## src/rtl/tmr_redundancy_scheduler.sv

```systemverilog
// Sequences three redundant replicas and their voter: simplex/TMR/DMR selection, fault counting, scrub and retire.
// Latency: all outputs decode registered state only; an input takes effect on the outputs one clock later.
// Backpressure: none; scrub_req is held until scrub_ack or the scrub timeout, and inputs are sampled every cycle.
// Ports: clk/rst (sync, active-low); mode, err_rate, vote_valid, mismatch, scrub_ack in;
//        mod_en, vote_en, sel_mod, fault, scrub_req, scrub_id, state_o out.
module tmr_redundancy_scheduler #(
    parameter int ERR_HI          = 8,
    parameter int ERR_LO          = 3,
    parameter int HOLD_CYC        = 16,
    parameter int max_fault_count = 5,
    parameter int SCRUB_CYC       = 8
) (
    input  logic       clk,
    input  logic       rst,
    input  logic [1:0] mode,
    input  logic [3:0] err_rate,
    input  logic       vote_valid,
    input  logic [2:0] mismatch,
    input  logic       scrub_ack,
    output logic [2:0] mod_en,
    output logic       vote_en,
    output logic [1:0] sel_mod,
    output logic [2:0] fault,
    output logic       scrub_req,
    output logic [1:0] scrub_id,
    output logic [2:0] state_o
);

    typedef enum logic [2:0] {
        S_SLEEP    = 3'd0,
        S_SIMPLEX  = 3'd1,
        S_TMR      = 3'd2,
        S_DMR      = 3'd3,
        S_SCRUB    = 3'd4,
        S_FAILSAFE = 3'd5
    } state_t;

    localparam int CW = $clog2(max_fault_count + 1);
    localparam int LW = $clog2(HOLD_CYC + 1);
    localparam int TW = $clog2(SCRUB_CYC + 1);
    localparam logic [CW-1:0] CNT_MAX   = CW'(max_fault_count);
    localparam logic [LW-1:0] HOLD_LAST = LW'(HOLD_CYC - 1);
    localparam logic [TW-1:0] TMO_LAST  = TW'(SCRUB_CYC - 1);
    localparam logic [3:0]    ERR_HI_V  = 4'(ERR_HI);
    localparam logic [3:0]    ERR_LO_V  = 4'(ERR_LO);

    state_t          state, state_nxt;
    logic [CW-1:0]   cnt [3];
    logic [CW-1:0]   dmr_cnt;
    logic [LW-1:0]   low_cnt;
    logic [TW-1:0]   timer;
    logic [2:0]      retired;
    logic [2:0]      scrub_used;
    logic [1:0]      sid;
    logic            failsafe_seen;

    function automatic logic [1:0] lowest(input logic [2:0] m);
        if (m[0])      return 2'd0;
        else if (m[1]) return 2'd1;
        else           return 2'd2;
    endfunction

    function automatic logic [2:0] onehot(input logic [1:0] i);
        return 3'b001 << i;
    endfunction

    logic [2:0] hit;
    logic [1:0] hit_idx;
    logic       vote_one;
    logic       low_ok;
    logic [1:0] surv_lo;
    logic [2:0] scrub_pool;
    state_t     red_tgt;

    // Only a single dissenting replica identifies a culprit; 2-3 dissenters mean no majority.
    assign vote_one   = vote_valid && $onehot(mismatch);
    assign low_ok     = err_rate <= ERR_LO_V;
    assign hit        = {cnt[2] == CNT_MAX, cnt[1] == CNT_MAX, cnt[0] == CNT_MAX};
    assign hit_idx    = lowest(hit);
    assign surv_lo    = lowest(~retired);
    assign scrub_pool = ~retired & ~onehot(sid);
    // With a retired replica full TMR is impossible, so redundancy requests land in DMR.
    assign red_tgt    = (|retired) ? S_DMR : S_TMR;

    // State register and bookkeeping
    always_ff @(posedge clk) begin
        if (!rst) begin
            state         <= S_SLEEP;
            for (int i = 0; i < 3; i++) cnt[i] <= '0;
            dmr_cnt       <= '0;
            low_cnt       <= '0;
            timer         <= '0;
            retired       <= '0;
            scrub_used    <= '0;
            sid           <= '0;
            failsafe_seen <= 1'b0;
        end else begin
            state <= state_nxt;

            if (state == S_TMR && vote_one) begin
                for (int i = 0; i < 3; i++)
                    if (mismatch[i] && cnt[i] != CNT_MAX) cnt[i] <= cnt[i] + 1'b1;
            end

            if (state == S_TMR && mode == 2'd0 && low_ok) low_cnt <= low_cnt + 1'b1;
            else                                          low_cnt <= '0;

            timer <= (state == S_SCRUB) ? timer + 1'b1 : '0;

            if (state == S_TMR && state_nxt == S_SCRUB) sid <= hit_idx;
            if (state == S_TMR && state_nxt == S_DMR)   retired[hit_idx] <= 1'b1;

            if (state == S_SCRUB && state_nxt != S_SLEEP && state_nxt != S_SCRUB) begin
                if (scrub_ack) begin
                    cnt[sid]        <= '0;
                    scrub_used[sid] <= 1'b1;
                end else begin
                    retired[sid]    <= 1'b1;
                end
            end

            if (state == S_DMR && vote_valid && |(mismatch & ~retired) && dmr_cnt != CNT_MAX)
                dmr_cnt <= dmr_cnt + 1'b1;

            if (state_nxt == S_FAILSAFE) failsafe_seen <= 1'b1;
        end
    end

    // Next-state logic
    always_comb begin
        state_nxt = state;
        if (mode == 2'd3) begin
            state_nxt = S_SLEEP;
        end else begin
            case (state)
                S_SLEEP: begin
                    if (failsafe_seen)      state_nxt = S_FAILSAFE;
                    else if (mode == 2'd1)  state_nxt = red_tgt;
                    else                    state_nxt = S_SIMPLEX;
                end
                S_SIMPLEX: begin
                    if (mode == 2'd1 || (mode == 2'd0 && err_rate >= ERR_HI_V))
                        state_nxt = red_tgt;
                end
                S_TMR: begin
                    if (|hit)
                        state_nxt = scrub_used[hit_idx] ? S_DMR : S_SCRUB;
                    else if (mode == 2'd2)
                        state_nxt = S_SIMPLEX;
                    else if (mode == 2'd0 && low_ok && low_cnt == HOLD_LAST)
                        state_nxt = S_SIMPLEX;
                end
                S_SCRUB: begin
                    if (scrub_ack)              state_nxt = (mode == 2'd2) ? S_SIMPLEX : S_TMR;
                    else if (timer == TMO_LAST) state_nxt = S_DMR;
                end
                S_DMR: begin
                    if (dmr_cnt == CNT_MAX) state_nxt = S_FAILSAFE;
                end
                S_FAILSAFE: state_nxt = S_FAILSAFE;
                default:    state_nxt = S_SLEEP;
            endcase
        end
    end

    // Output decode
    always_comb begin
        mod_en    = 3'b000;
        vote_en   = 1'b0;
        sel_mod   = 2'd0;
        scrub_req = 1'b0;
        scrub_id  = 2'd0;
        fault     = retired;
        state_o   = state;
        case (state)
            S_SIMPLEX, S_FAILSAFE: begin
                sel_mod = surv_lo;
                mod_en  = onehot(surv_lo);
            end
            S_TMR: begin
                mod_en  = 3'b111;
                vote_en = 1'b1;
            end
            S_DMR: begin
                mod_en  = ~retired;
                vote_en = 1'b1;
            end
            S_SCRUB: begin
                mod_en    = scrub_pool;
                sel_mod   = lowest(scrub_pool);
                scrub_req = 1'b1;
                scrub_id  = sid;
                fault     = retired | onehot(sid);
            end
            default: ;
        endcase
    end

endmodule

```

## config.mk

```make
export PLATFORM = sky130hd
export DESIGN_NAME = tmr_redundancy_scheduler
export DESIGN_NICKNAME = d
export VERILOG_FILES = /design/src/rtl/tmr_redundancy_scheduler.sv
export SDC_FILE = /design/constraint.sdc
export NUM_CORES = 1
export LEC_CHECK = 0
export ABC_AREA = 1
export BUFFER_PORTS_ARGS = -buffer_cell sky130_fd_sc_hd__buf_4
export CAP_MARGIN = 5
export CORE_MARGIN = 2
export CORE_UTILIZATION = 57
export DETAILED_ROUTE_END_ITERATION = 7
export GPL_ROUTABILITY_DRIVEN = 0
export PLACE_DENSITY_LB_ADDON = 0.1
export SLEW_MARGIN = 20
export SYNTH_ARGS = -nofsm -noshare
export SYNTH_HDL_FRONTEND = slang
export SYNTH_SLANG_ARGS = --single-unit
```

## constraint.sdc

```tcl
create_clock -name clk -period 2.6 [get_ports clk]
set_input_delay 0.52 -clock clk [delete_from_list [all_inputs] [get_ports clk]]
set_output_delay 0.52 -clock clk [all_outputs]
set_load 0.05 [all_outputs]
```

==> results of run 1 <==
[power by group]
group	switching (uW)	internal [uW]
logic	122	57.2
registers	10.2	510
clock network	185	239
[cells by family (layout without fill, tap and decap cells)]
kind of cell	Yosys count	in the layout	share of synthesized area (%)
simple gates	159	159	39.01
buf+inv	60	90	10.87
fa+ha+maj	12	12	7.527
xor+xnor	3	3	1.255
compound gates	37	37	9.797
flops	33	33	31.54
[metal layers]
metal | vias to the layer above | routed length [um] | global-route usage [%]
met5 | - | 0 | 0
met2 | 56 | 2035 | 41.02
met1 | 857 | 2000 | 29.18
met3 | 12 | 285 | 5.208
met4 | 0 | 129 | 10.64
li1 | 1039 | - | -
[per-stage QoR]
stage / power (uW) / cells / worst slack (ps) / hold slack, ps / instance area, sq um
2_1_floorplan: 658.8 / 304 / 22.41 / 417.5 / 2151
3_3_place_gp: 708.5 / 374 / 364.7 / 431.2 / 2389
6_report: 1123 / 382 / 287.4 / 444.1 / 2490
4_1_cts: 1137 / 382 / 285.7 / 446.9 / 2490
3_5_place_dp: 709.5 / 374 / 309.0 / 436.4 / 2389
5_1_grt: 1172 / 382 / 142.6 / 459.0 / 2490
[state kept, by name, indices dropped and copies added (netlist names), 2 cells and up]
register and flops:
retired 3, timer 4, state_o 3, sid 2, cnt 9, scrub_used 3
low_cnt 5, dmr_cnt 3
[placed cells by master (no fill, tap or decap), drive strengths merged]
cell type,synthesis,routed
nand3b,2,2
o21ai,19,19
nand3,27,27
xor2,1,1
fa,1,1
inv,56,56
clkinv,0,1
and3,1,1
nor3b,2,2
dfxtp,33,33
buf,2,26
o21a,1,1
nor2,45,45
nand4,11,11
ha,11,11
a22oi,1,1
o31ai,3,3
xnor2,2,2
a21oi,10,10
o22ai,3,3
nand2,66,66
clkbuf,2,7
nor3,5,5
[final cells by class]
class / instances / area share (%)
Multi-Input combinational cell: 211 / 50.55
Sequential cell: 33 / 26.58
Inverter: 56 / 8.543
Timing Repair Buffer: 26 / 7.839
Clock buffer: 7 / 3.869
Tap cell: 48 / 2.412
Clock inverter: 1 / 0.2010
[final timing paths]
kind,start,endpoint,slack [ps],depth (start not counted)
max reg2reg,cnt[0][1]$_SDFFE_PP0P_,retired[1]$_SDFF_PN0_,640,16
max,state_o[2]$_SDFF_PN0_,mod_en[2],290,7
min,scrub_used[2]$_SDFFE_PN0P_,scrub_used[2]$_SDFFE_PN0P_,440,2
min reg2reg,scrub_used[2]$_SDFFE_PN0P_,scrub_used[2]$_SDFFE_PN0P_,440,2
[cells in the mapped netlist]
| library cell | instances |
|---|---|
| clkbuf_1 | 2 |
| a21oi_1 | 9 |
| nand3b_1 | 2 |
| a21oi_2 | 1 |
| inv_2 | 5 |
| nand4_4 | 1 |
| nor3_4 | 1 |
| fa_1 | 1 |
| o22ai_1 | 3 |
| o21ai_0 | 19 |
| nand2_4 | 4 |
| nor3b_2 | 1 |
| nor3_2 | 1 |
| nor3_1 | 3 |
| xor2_1 | 1 |
| and3_1 | 1 |
| inv_1 | 51 |
| nand4_1 | 7 |
| ha_1 | 11 |
| nor3b_1 | 1 |
| nand3_1 | 25 |
| nor2_1 | 41 |
| o21a_1 | 1 |
| nand2_1 | 58 |
| buf_2 | 2 |
| o31ai_1 | 3 |
| dfxtp_1 | 33 |
| nand4_2 | 3 |
| a22oi_1 | 1 |
| xnor2_1 | 2 |
| nor2_4 | 4 |
| nand3_2 | 2 |
| nand2_2 | 4 |
[critical path: stages, from the launching register on]
cell     delay (ps)
dfxtp_2         390
inv_2           100
nor3_4          380
inv_4           160
nor2_1          110
o21ai_0          90
nand3_2          70
buf_4           190
==> results.md, run 1 <==
* Hold buffers post-CTS at 0
* Worst vdd ir at ~0.39 mV
* Initial antenna violation count at 0
* Clk slew on worst S/H paths at approximately 70 ps
* Fin. Hold Viols at 0
* Synth top area share at approximately a third
* DR vias at ~2.0k
* Crit-path max FO at 10
* Die height at approximately 65 um
* TritonCTS Buffers at 5
* Core ar. at between 0.003 and 0.004 sq mm
* Static Leak at about 0.0012 uW
* H-tree depth at 2
* Slew Limit Fails at 0
* HP Class: flop to flop
* Yosys reg bits at 33
* Cell Area, Synth at 0.002095 sq mm
* Clock tree buffer depth at 2
* Skew-Pair Late Insertion Delay at slightly below 300 ps
* Clock sink count at 33
* # diodes at 0
* Multi-input gate area at 0.001259 sq mm
* Root Buffer: clkbuf_8
* Slew margin rel. at 69.98%
* Die area at around 0.0042 sq mm
* Share of cells above drive strength 1 at about a fifth
* Register area at 661.9 sq um
* Synth unique cells at 33
* Largest cells by area after synthesis: dfxtp_1 32%, nand2_1 10%, inv_1 9.1%
* Synth area leader: dfxtp_1
* GRT Total Usage at 24.10%
* Port buffer count at 25
* Cell area power density at roughly 450 mW/mm^2
* Avg Cell Area, Syn at 6.890 sq um
* Routed len/inst at roughly 12 um
* Postcts setup bufs at 0
* Final Cycle Share at 88.95%
* Maxcap violations at 0
* Critical path startpoint category: flop
* Fill cell count at 326
* Num ports at 28
* Post-Syn Instances at 304
* Crit path DAT at 1790 ps
* HPWL after detailed placement at 3526 um
* RSZ-0062 raised after global routing: false
* Total grt overflow at 0
* Register area share after synthesis at a little under a third
* Minimum clock period at 2313 ps
* Via/cell ratio at approximately 5
* Post-synthesis net count at 329
* DRT antenna net count at 0
* Final-stage net count at between 300 and 400
* Row cnt at 22
* 1st-pass router iterations at 4
* Yosys warning total at 0
* Status: finished clean
* Chip width at 64.62 um
* Fin Setup TNS at 0 ps
* Slew @ Worst Pin at between 400 and 500 ps
* Initial Util at 58.08%
* First DRT Iteration DRCs at 135
* PostCTS Resize Cnt at 0
* Area Growth Syn to Fin at 18.88%
* Final core utilization at approximately 69%
* Vias in the first global route at around 1.8k
* CP endpoint kind: output pin
* Critical path required time at about 2100 ps
* Final setup fails at 0
* First-pass GRT wire length at between 7000 and 8000 um
* Worst Skew at just under 9 ps
* Max Freq at about 0.43 GHz
* Largest net degree at the start of global routing at 20
* Final wirelength at 4451 um
* CTS tree: yes
* DRC viols at 0
* CP Class: flop to output pin
(Power assumes the default switching activity.)
==> run 2, diff against run 1 <==
--- a/config.mk
+++ b/config.mk
@@ -8,8 +8,10 @@
 export ABC_AREA = 1
 export BUFFER_PORTS_ARGS = -buffer_cell sky130_fd_sc_hd__buf_4
 export CAP_MARGIN = 5
+export CELL_PAD_IN_SITES_DETAIL_PLACEMENT = 1
+export CELL_PAD_IN_SITES_GLOBAL_PLACEMENT = 2
 export CORE_MARGIN = 2
-export CORE_UTILIZATION = 57
+export CORE_UTILIZATION = 32
 export DETAILED_ROUTE_END_ITERATION = 7
 export GPL_ROUTABILITY_DRIVEN = 0
 export PLACE_DENSITY_LB_ADDON = 0.1
==> run 2 against run 1 <==
Net effect:
- combinational power rose by 2%
- clock-buffer cell count did not move
- register-to-register slack got worse by 30 ps
- total power grew 0.57%
- setup slack improved by 67 ps
- first-iteration DRC count is 44% lower
- die area is 73% higher
- fmax is 3.0% higher
- core utilization down 29 points
- sequential share of layout area is 0.46 points lower
- global-route usage shrank 7.0 points
- largest cell class unchanged
==> results.md, run 2 (synthesized netlist as in run 1, its figures left out) <==
* Status: finished clean (unchanged)
* Slew Limit Fails at 0 (unchanged)
* Worst slack, placed at 249.2 ps (was 309.0 ps)
* Static Leak at 0.001248 uW (was 0.001243 uW)
* GR Layer Usage met2 at 28.42% (was 41.02%)
* CP Class: flop to output pin (unchanged)
* # diodes at 0 (unchanged)
* Hold buffers post-CTS at 0 (unchanged)
* Share of cells above drive strength 1 at 21.49% (was 21.26%)
* Cell area power density at 445.7 mW/mm^2 (was 451.0 mW/mm^2)
* RSZ-0062 raised after global routing: false (unchanged)
* Crit-path max FO at 10 (unchanged)
* Met3 Resource Use GR at 3.113% (was 5.208%)
* Via/cell ratio at 4.791 (was 5.141)
* Clock tree buffer depth at 2 (unchanged)
* CP endpoint kind: output pin (unchanged)
* Max Freq at 0.4452 GHz (was 0.4324 GHz)
* Fin. Hold Viols at 0 (unchanged)
* Fin Setup TNS at 0 ps (unchanged)
* Initial Util at 32.99% (was 58.08%)
* Most frequent cells in the layout: 58 x nand2_1, 51 x inv_1, 39 x nor2_1 (unchanged)
* Met1 GRT Util at 22.32% (was 29.18%)
* Total grt overflow at 0 (unchanged)
* GRT Total Usage at 17.12% (was 24.10%)
* H-tree depth at 2 (unchanged)
* Core ar. at 0.006350 sq mm (was 0.003606 sq mm)
* Largest net degree at the start of global routing at 20 (unchanged)
* Die height at 84.91 um (was 64.62 um)
* Die area at 0.007209 sq mm (was 0.004176 sq mm)
* Hold slack at 444.3 ps (was 444.1 ps)
* Postcts setup bufs at 0 (unchanged)
* Clock sink count at 33 (unchanged)
* CTS tree: yes (unchanged)
* HP Class: flop to flop (unchanged)
* Max reg flops at 9 (unchanged)
* Root Buffer: clkbuf_8 (unchanged)
* Critical path startpoint category: flop (unchanged)
* First DRT Iteration DRCs at 76 (was 135)
* Most common cell after layout, fill and taps aside: nand2_1 (unchanged)
* Maxcap violations at 0 (unchanged)
* Worst vdd ir at 0.1974 mV (was 0.3883 mV)
* Final Cycle Share at 86.39% (was 88.95%)
* Critical path required time at 2080 ps (about the same)
* Routed len/inst at 13.39 um (was 11.65 um)
* Fill cell count at 809 (was 326)
* DRC viols at 0 (unchanged)
* Crit path DAT at 1730 ps (was 1790 ps)
* Initial antenna violation count at 0 (unchanged)
* Area Growth Syn to Fin at 20.97% (was 18.88%)
* First-pass GRT wire length at 9804 um (was 7776 um)
* Clk slew on worst S/H paths at 70 ps (about the same)
* TritonCTS Buffers at 5 (unchanged)
* Final wirelength at 5517 um (was 4451 um)
* 1st-pass router iterations at 4 (unchanged)
* Layer with the highest usage: met2 (unchanged)
* Vias in the first global route at 2,098 (was 1,791)
* Minimum clock period at 2246 ps (was 2313 ps)
* Skew-Pair Late Insertion Delay at 290 ps (about the same)
* Slew margin rel. at 69.38% (was 69.98%)
* Register area at 661.9 sq um (unchanged)
* DR vias at 1,974 (was 1,964)
* Port buffer count at 25 (unchanged)
* Worst Skew at 7.899 ps (was 8.732 ps)
* Largest Register: cnt (unchanged)
* Slew @ Worst Pin at 458.7 ps (was 449.7 ps)
* Multi-input gate area at 0.001259 sq mm (unchanged)
* HPWL after detailed placement at 4454 um (was 3526 um)
* Final setup fails at 0 (unchanged)
* Row cnt at 29 (was 22)
* Final setup margin at 353.9 ps (was 287.4 ps)
* DRT antenna net count at 0 (unchanged)
* Final-stage net count at 359 (was 358)
* Largest registers: cnt x9, low_cnt x5, timer x4 (unchanged)
* Num ports at 28 (unchanged)
* Chip width at 84.91 um (was 64.62 um)
* PostCTS Resize Cnt at 0 (unchanged)
[run 2: cell types whose count changed in the layout (fill, tap and decap cells not counted), sizes merged]
cell / delta
buf: +1
[run 2: power by group]
| part | switching, uW | internal [uW] |
|---|---|---|
| clock | 187 | 239 |
| sequential | 10.7 | 510 |
| combinational | 126 | 57.2 |
[run 2: final timing paths]
| check | cells after the start | slack, ps | from | end |
|---|---|---|---|---|
| worst min register to register | 2 | 440 | scrub_used[2]$_SDFFE_PN0P_ | scrub_used[2]$_SDFFE_PN0P_ |
| worst max-delay path | 6 | 350 | state_o[0]$_SDFF_PN0_ | mod_en[2] |
| worst min-delay path | 2 | 440 | scrub_used[2]$_SDFFE_PN0P_ | scrub_used[2]$_SDFFE_PN0P_ |
| worst max register to register | 16 | 610 | cnt[0][1]$_SDFFE_PP0P_ | retired[2]$_SDFF_PN0_ |
[run 2: final cells by class]
class                           instances  area share, %
Clock inverter                          1         0.1975
Sequential cell                        33          26.12
Clock buffer                            7          3.802
Tap cell                               77          3.802
Multi-Input combinational cell        211          49.68
Inverter                               56          8.395
Timing Repair Buffer                   27          8.000
[run 2: worst max-delay path, cell delays in order, from the launching register on]
cell,delay [ps]
dfxtp_1,600
nor3_4,100
inv_4,180
nor2_1,60
o21ai_0,210
nand3_2,80
buf_4,200
[run 2: per-layer routing]
layer,vias up,wire length (um)
li1,1025,-
met1,913,2724
met2,28,2515
met3,8,193
met4,0,84
met5,-,0
[run 2: through the flow]
stage	power, uW	instance area, sq um	std cells	utilization, %
finish	1129	2534	412	39.90
CTS	1155	2534	412	39.90
floorplan	658.8	2151	304	-
global route	1189	2534	412	39.90
detailed placement	717.2	2432	404	38.31
global placement	716.3	2432	404	38.31
==> run 3, diff against run 2 <==
--- a/config.mk
+++ b/config.mk
@@ -8,13 +8,11 @@
 export ABC_AREA = 1
 export BUFFER_PORTS_ARGS = -buffer_cell sky130_fd_sc_hd__buf_4
 export CAP_MARGIN = 5
-export CELL_PAD_IN_SITES_DETAIL_PLACEMENT = 1
-export CELL_PAD_IN_SITES_GLOBAL_PLACEMENT = 2
 export CORE_MARGIN = 2
-export CORE_UTILIZATION = 32
+export CORE_UTILIZATION = 60
 export DETAILED_ROUTE_END_ITERATION = 7
 export GPL_ROUTABILITY_DRIVEN = 0
-export PLACE_DENSITY_LB_ADDON = 0.1
+export PLACE_DENSITY = 0.85
 export SLEW_MARGIN = 20
 export SYNTH_ARGS = -nofsm -noshare
 export SYNTH_HDL_FRONTEND = slang
==> constraint.sdc (replaced) <==
create_clock -name clk -period 2.87 [get_ports clk]
set_input_delay 0.574 -clock clk [delete_from_list [all_inputs] [get_ports clk]]
set_output_delay 0.574 -clock clk [all_outputs]
set_load 0.05 [all_outputs]
==> run 3 against run 2 <==
Net effect:
- register-to-register slack improved by 300 ps
- critical path type unchanged
- first-iteration DRC count rose by 96%
- clock-buffer cell count rose by 1
- combinational power fell by 13%
- sequential share of layout area rose by 1.5 points
- largest power group unchanged
- core utilization rose by 32 points
- critical path depth rose by 1
==> results.md, run 3 (synthesized netlist as in run 1, its figures left out) <==
* Postcts setup bufs at 0 (unchanged)
* Die area at 0.003980 sq mm (was 0.007209 sq mm)
* Share of cells above drive strength 1 at 17.72% (was 21.49%)
* Fin. Hold Viols at 0 (unchanged)
* Slew Limit Fails at 0 (unchanged)
* Minimum clock period at roughly 2400 ps
* Final wirelength at 4331 um (was 5517 um)
* Largest net degree at the start of global routing at 20 (unchanged)
* Initial Util at 62.77% (was 32.99%)
* Worst vdd ir at 0.2877 mV (was 0.1974 mV)
* Largest registers: cnt x9, low_cnt x5, timer x4 (unchanged)
* First-pass GRT wire length at 7562 um (was 9804 um)
* Register area at 660.6 sq um (was 661.9 sq um)
* Core ar. at 0.003337 sq mm (was 0.006350 sq mm)
* H-tree depth at 2 (unchanged)
* # diodes at 0 (unchanged)
* Dpl cells at 371 (was 404)
* Root Buffer: clkbuf_4 (was clkbuf_8)
* Final Cycle Share at 85.36%
* 1st-pass router iterations at 4 (unchanged)
* Largest Register: cnt (unchanged)
* Slew margin rel. at 68.59% (was 69.38%)
* TritonCTS Buffers at 5 (unchanged)
* Total grt overflow at 0 (unchanged)
* Hold slack at 454.7 ps (was 444.3 ps)
* HPWL after detailed placement at 3393 um (was 4454 um)
* Worst Skew at 5.939 ps (was 7.899 ps)
* Max Freq at approximately 0.4 GHz
* Cell area power density at 366.5 mW/mm^2 (was 445.7 mW/mm^2)
* Row cnt at 21 (was 29)
* First DRT Iteration DRCs at 149 (was 76)
* Hold buffers post-CTS at 0 (unchanged)
* Multi-input gate area at 0.001225 sq mm (was 0.001259 sq mm)
* CP endpoint kind: output pin (unchanged)
* Initial antenna violation count at 0 (unchanged)
* DRC viols at 0 (unchanged)
* Crit path DAT at 1880 ps (was 1730 ps)
* Via/cell ratio at 5.182 (was 4.791)
* Final core utilization at 71.62% (was 39.90%)
* Clock tree buffer depth at 2 (unchanged)
* Critical path startpoint category: flop (unchanged)
* Port buffer count at 25 (unchanged)
* DR vias at 1,964 (was 1,974)
* RSZ-0062 raised after global routing: false (unchanged)
* PostCTS Resize Cnt at 0 (unchanged)
* Slew @ Worst Pin at 470.7 ps (was 458.7 ps)
* DRT antenna net count at 0 (unchanged)
* Area Growth Syn to Fin at 14.10% (was 20.97%)
* Clock sink count at 33 (unchanged)
* Routed len/inst at 11.43 um (was 13.39 um)
* Status: finished clean (unchanged)
* Final-stage net count at 357 (was 359)
* Clk slew on worst S/H paths at 100 ps (was 70 ps)
* Die height at 63.09 um (was 84.91 um)
* Num ports at 28 (unchanged)
* GRT Total Usage at 24.00% (was 17.12%)
* Max reg flops at 9 (unchanged)
* Vias in the first global route at 1,823 (was 2,098)
* HP Class: flop to flop (unchanged)
* Most common cell after layout, fill and taps aside: nand2_1 (unchanged)
* Skew-Pair Late Insertion Delay at 340 ps (was 290 ps)
* Critical path required time at 2300 ps (was 2080 ps)
* CTS tree: yes (unchanged)
* Crit-path max FO at 10 (unchanged)
* Fill cell count at 261 (was 809)
* Chip width at 63.09 um (was 84.91 um)
* Most frequent cells in the layout: 58 x nand2_1, 51 x inv_1, 41 x nor2_1 (was 58 x nand2_1, 51 x inv_1, 39 x nor2_1)
* Static Leak at 0.001192 uW (was 0.001248 uW)
* Final std cells w/o fill at 379 (was 412)
* Maxcap violations at 0 (unchanged)
* CP Class: flop to output pin (unchanged)
* Final setup fails at 0 (unchanged)
==> run 3: worst max-delay path, cell delays in order, from the launching register on <==
cell and delay [ps]:
dfxtp_1 460, inv_2 120, nor3_4 290, inv_2 190, nor2_1 130, o21ai_0 80
nand3_1 80, buf_4 190
==> run 3: final timing paths <==
kind	from	to	cells past startpoint	slack, ps
max	state_o[2]$_SDFF_PN0_	mod_en[2]	7	420
min	timer[0]$_SDFF_PN0_	timer[0]$_SDFF_PN0_	1	450
max reg2reg	cnt[0][1]$_SDFFE_PP0P_	retired[1]$_SDFF_PN0_	16	910
min reg2reg	timer[0]$_SDFF_PN0_	timer[0]$_SDFF_PN0_	1	450
==> run 3: area by class of cell <==
cell class / count / area share (%)
clock buffer: 8 / 2.042
inverter: 56 / 8.796
multi-input combinational: 211 / 51.26
sequential: 33 / 27.64
tap: 46 / 2.408
timing repair buffer: 25 / 7.853
==> run 3: routing by layer <==
metal  wire length [um]  GRT usage [%]
met5                  0              0
met4                 93          11.67
met3                212          5.179
met2               1967          40.29
met1               2057          29.02
==> run 3: report_power, final <==
| group | internal (uW) | switching (uW) |
|---|---|---|
| Clock | 97.5 | 148 |
| Combinational | 50.5 | 109 |
| Sequential | 461 | 9.38 |
==> run 3: through the flow <==
step,area (sq um),setup TNS [ps],total power [uW],setup slack [ps]
floorplan,2113,-813.8,595.9,-156.4
CTS,2390,0,884.9,432.4
detailed placement,2341,0,639.9,504.2
global placement,2341,0,637.9,558.4
global route,2390,0,920.7,274.3
finish,2390,0,875.8,420.1
